File: config.mk
export PLATFORM = sky130hd
export DESIGN_NAME = dual_input_debouncer
export DESIGN_NICKNAME = d
export VERILOG_FILES = /design/src/rtl/dual_input_debouncer.sv
export SDC_FILE = /design/constraint.sdc
export NUM_CORES = 1
export LEC_CHECK = 0
export BUFFER_PORTS_ARGS = -buffer_cell sky130_fd_sc_hd__buf_2
export CAP_MARGIN = 15
export CORE_ASPECT_RATIO = 1.2
export CORE_UTILIZATION = 48
export DETAILED_ROUTE_END_ITERATION = 16
export PLACE_DENSITY = 0.66
export SLEW_MARGIN = 30
export SYNTH_ARGS = -nofsm -noshare
export SYNTH_HDL_FRONTEND = slang
export SYNTH_HIERARCHICAL = 1
export SYNTH_SLANG_ARGS = --single-unit
File: constraint.sdc
create_clock -name i_clk -period 2 [get_ports i_clk]
set_input_delay 0.2 -clock i_clk [delete_from_list [all_inputs] [get_ports i_clk]]
set_output_delay 0.2 -clock i_clk [all_outputs]
set_load 0.01 [all_outputs]
File: src/rtl/dual_input_debouncer.sv
// Two-channel synchronise-and-debounce front end for the two-input gate blocks.
// Each raw level passes a two-flop synchroniser, then must hold its new value
// for DEBOUNCE_CYCLES consecutive clocks before the stable output follows.
// Registered one-cycle rise/fall pulses accompany every change of the output.

module dual_input_debouncer_channel #(
  parameter int DEBOUNCE_CYCLES = 50000
) (
  input  logic i_clk,
  input  logic i_rst,
  input  logic i_raw,
  output logic o_level,
  output logic o_rise,
  output logic o_fall
);

  localparam int CNT_W = $clog2(DEBOUNCE_CYCLES + 1);
  // Terminal count: the flip happens on the cycle that would otherwise
  // advance the counter past this value, so it never wraps.
  localparam logic [CNT_W-1:0] CNT_TC = CNT_W'(DEBOUNCE_CYCLES - 1);

  logic             s1;
  logic             s2;
  logic [CNT_W-1:0] cnt;

  // Two-flop synchroniser; only s2 is allowed to feed the debounce logic.
  always_ff @(posedge i_clk or posedge i_rst) begin
    if (i_rst) begin
      s1 <= 1'b0;
      s2 <= 1'b0;
    end else begin
      s1 <= i_raw;
      s2 <= s1;
    end
  end

  // Count consecutive disagreement between s2 and the output; any agreement
  // restarts the count, so short glitches never accumulate.
  always_ff @(posedge i_clk or posedge i_rst) begin
    if (i_rst) begin
      cnt     <= '0;
      o_level <= 1'b0;
      o_rise  <= 1'b0;
      o_fall  <= 1'b0;
    end else begin
      o_rise <= 1'b0;
      o_fall <= 1'b0;
      if (s2 == o_level) begin
        cnt <= '0;
      end else if (cnt == CNT_TC) begin
        cnt     <= '0;
        o_level <= s2;
        o_rise  <= s2;
        o_fall  <= ~s2;
      end else begin
        cnt <= cnt + 1'b1;
      end
    end
  end

endmodule

module dual_input_debouncer #(
  parameter int DEBOUNCE_CYCLES = 50000
) (
  input  logic i_clk,
  input  logic i_rst,
  input  logic i_raw_a,
  input  logic i_raw_b,
  output logic o_a,
  output logic o_b,
  output logic o_a_rise,
  output logic o_a_fall,
  output logic o_b_rise,
  output logic o_b_fall
);

  // Channels share nothing but clock and reset.
  dual_input_debouncer_channel #(
    .DEBOUNCE_CYCLES(DEBOUNCE_CYCLES)
  ) u_chan_a (
    .i_clk  (i_clk),
    .i_rst  (i_rst),
    .i_raw  (i_raw_a),
    .o_level(o_a),
    .o_rise (o_a_rise),
    .o_fall (o_a_fall)
  );

  dual_input_debouncer_channel #(
    .DEBOUNCE_CYCLES(DEBOUNCE_CYCLES)
  ) u_chan_b (
    .i_clk  (i_clk),
    .i_rst  (i_rst),
    .i_raw  (i_raw_b),
    .o_level(o_b),
    .o_rise (o_b_rise),
    .o_fall (o_b_fall)
  );

endmodule
==> impl_metrics.tcl <==
set metrics [dict create \
    post_route_clock_period_utilization_pct 84.8 \
    yosys-top-cells-area "dfrtp_1 53%, xnor2_1 8.0%, nor2_1 6.5%" \
    timing.fmax_mhz 589 \
    critical_path.endpoint_type "flip-flop" \
    edff_count_synth 0 \
    postRouteAntennaNets 0 \
    clkTransAtPathRegs_ps 90 \
    hold_violations 0 \
    area_used_by_multi_input_combinational_logic_sq_um 858 \
    vdd_drop_max_mv 0.421 \
    crit_fanout 15 \
    leakage_nw 0.971 \
    rsz0062_at_grt "no" \
    die_height_um 72.3 \
    timing.slew.headroom_pct 48.0 \
    avgSynthCellArea_sq_um 10.9 \
    worstPathRequired_ps 2170 \
    clkLatencyLatePin_ps 300 \
    synth_top_area_share_pct 53.2 \
    yosys_register_bits 42 \
    synth_xor_area_share_pct 13.3 \
    grt_overflow_total 0 \
    synth_top_family_by_area "simple AND/OR/NAND/NOR gates" \
    worstSetupPathType "reg2reg" \
    r2r_cell_count 5 \
    cts_sinks 42 \
    synth.yosys.seq_area_share_pct 53.2 \
    synth.largest_area_cell "dfrtp_1" \
    mappedNetlistNets 188 \
    netlist_cell_types 24 \
    h-tree-depth 2 \
    drt_first_pass_iters 4 \
    crit_arrival_ps 1870 \
    yosys_most_used_dff "dfrtp_1" \
    final_setup_fails 0 \
    design.portCount 10 \
    cts_inserted_buffers 5 \
    cts_max_path_buffers 2 \
    numPortBuffers 9 \
    place_congestion 0.791 \
    synthMuxAreaShare_pct 1.14 \
    detailed_place_hpwl_mm 2.44 \
    crit_path_max_incr_delay_ps 420 \
    synth-compound-area-share_pct 0 \
    synthToLayoutAreaGrowth_pct 11.4 \
    synth.cell_area_sq_um 1980 \
    floorplan.die_area_sq_um 4380 \
    synthSimpleGateAreaFrac_pct 27.7 \
    worst_min_delay_path_class "in2async" \
    fin_nets 199 \
    number_of_core_rows 25 \
    regToRegStartpoint "u_chan_b/cnt[0]$_DFF_PP0_" \
    maxCapViolCount 0 \
    core_area_sq_um 3940 \
    finalWirelength_mm 3.53 \
    power_mw 1.73 \
    worst_tran_pin_value_ps 779 \
    final_util_pct 55.9 \
    yosysWarningCount 6 \
    synth.most_common_cell "dfrtp_1" \
    final_period_minus_worst_setup_slack_ps 1700 \
    fin_skew_ps 9.33 \
    tritoncts "yes" \
    timing.final.max_slew_violations 0 \
    path_buf_inv 0 \
    groute.usage.overall_pct 18.7 \
    grt_pass1_wl_mm 5.96 \
    power.density_nw_per_um2 784 \
    dieWidth_um 60.6 \
    post_drt_via_cell_ratio 5.38 \
    sequential_cell_area_in_the_final_layout_sq_um 1050 \
    via_count_of_the_first_global_routing_pass 1373 \
    synthCells 182 \
    diodes 0 \
    routed_wire_length_per_instance_um 14.3 \
    outcome "finished, final reports clean" \
    drt-initial-drc-count 62 \
    synth-async-reset-ratio_pct 100 \
    floorplan.initialDensity_pct 50.2 \
    r2r_slack_ps 300 \
    drc_errors 0 \
    cp-start-kind "flip-flop" \
    layout.filler_cells 360 \
    post_route_cells_drive_above_1_share_pct 13.4 \
    antenna_found_initial 0 \
    grt_start_max_net_pins 22 \
    synth-adder-area-share_pct 1.27 \
    crit_path_cell_chain "ha_1 -> and3_1 -> nand4_2 -> nand2_2 -> nor2_1" \
    critPathSlowestCell "dfrtp_1" \
    via_count 1333 \
    clock_tree.root_cell "clkbuf_8" \
    regToRegEndpoint "u_chan_b/cnt[2]$_DFF_PP0_" \
    worst_path_dominant_cell_family "simple AND/OR/NAND/NOR gates" \
    fin_setup_tns_ps 0 \
    synth_common_cells "42 x dfrtp_1, 34 x nor2_1, 18 x xnor2_1" \
]
[where the power goes]
group | leakage, nW | internal (mW) | switching (mW)
clock network | 0.0683 | 0.500 | 0.299
logic | 0.330 | 0.0160 | 0.0348
registers | 0.573 | 0.862 | 0.0135
total | 0.971 | 1.38 | 0.348
[worst max path at each step]
stage                                    startpoint  slack [ps]  depth (start not counted)                            to
final                     u_chan_b/cnt[0]$_DFF_PP0_         300                          5     u_chan_b/cnt[2]$_DFF_PP0_
after global routing      u_chan_b/cnt[0]$_DFF_PP0_         170                          5     u_chan_b/cnt[3]$_DFF_PP0_
after CTS                 u_chan_a/cnt[0]$_DFF_PP0_         320                          5    u_chan_a/cnt[13]$_DFF_PP0_
after detailed placement  u_chan_b/cnt[0]$_DFF_PP0_         340                          5     u_chan_b/cnt[2]$_DFF_PP0_
after global placement    u_chan_b/cnt[0]$_DFF_PP0_         380                          5     u_chan_b/cnt[8]$_DFF_PP0_
after floorplan           u_chan_a/cnt[0]$_DFF_PP0_         520                          5  u_chan_a/o_level$_DFFE_PP0P_
[sequential cells by signal (all words and copies together), names as in the netlist]
register and cells:
u_chan_b/cnt 16, u_chan_a/s1 1, u_chan_b/o_fall 1, u_chan_a/o_fall 1, u_chan_b/o_level 1, u_chan_a/cnt 16
u_chan_a/o_rise 1, u_chan_b/s1 1, u_chan_b/o_rise 1, u_chan_a/s2 1, u_chan_a/o_level 1, u_chan_b/s2 1
[final cells by class]
class,instances,share of cell area [%]
clock buffer,5,3.13
clock inverter,3,3.13
multi-input combinational,128,39.0
inverter,4,0.682
sequential,42,47.7
tap,54,3.07
timing repair buffer,12,3.30
[timing repair]
action,CTS,global route
hold buffers,2,0
setup buffers,0,0
resized for setup,0,0
endpoints found under the hold margin,2,0
[cells by family after synthesis]
group,after synthesis
buf+inv,12
flops,42
xor+xnor,30
mux,2
simple gates,94
fa+ha+maj,2
[layout by cell type (no fill, tap or decap), types with 2 or more instances in the layout]
master         count
and2_1             2
and3_1             6
and4_1             2
and4bb_1           2
buf_2              9
bufinv_16          2
clkbuf_8           5
dfrtp_1           42
dlygate4sd3_1      2
ha_1               2
inv_1              4
mux2_1             2
nand2_1            2
nand2_2            2
nand3_1           10
nand3_2            2
nand4_1           12
nand4_2            2
nor2_1            34
nor3_1             4
nor3b_1            4
nor4_1             6
nor4b_2            2
nor4bb_1           2
xnor2_1           18
xor2_1            12
[worst reg2reg max path, cell delays in order (launching register included)]
cell     delay [ps]
dfrtp_1         420
ha_1            230
and3_1          310
nand4_2         210
nand2_2         310
nor2_1          110
[stage by stage]
stage	cell area, sq um	instances	setup slack (ps)	hold slack [ps]
after global placement	2040	238	382	308
after floorplan	1980	182	519	177
after detailed placement	2040	238	338	309
final	2200	248	303	42.1
after global routing	2200	248	167	92.4
after CTS	2200	248	320	56.5
[routing by layer]
| metal | wire [um] | up-vias | global-route usage (%) | part of all wire [%] |
|---|---|---|---|---|
| met1 | 1420 | 672 | 20.2 | 40 |
| li1 | - | 644 | - | - |
| met3 | 81 | 6 | 4.81 | 2.3 |
| met2 | 1960 | 11 | 33.3 | 55 |
| met4 | 69 | 0 | 8.59 | 2.0 |
| met5 | 0 | - | 0 | 0 |
Note: power is estimated with default switching activity, not from simulation.
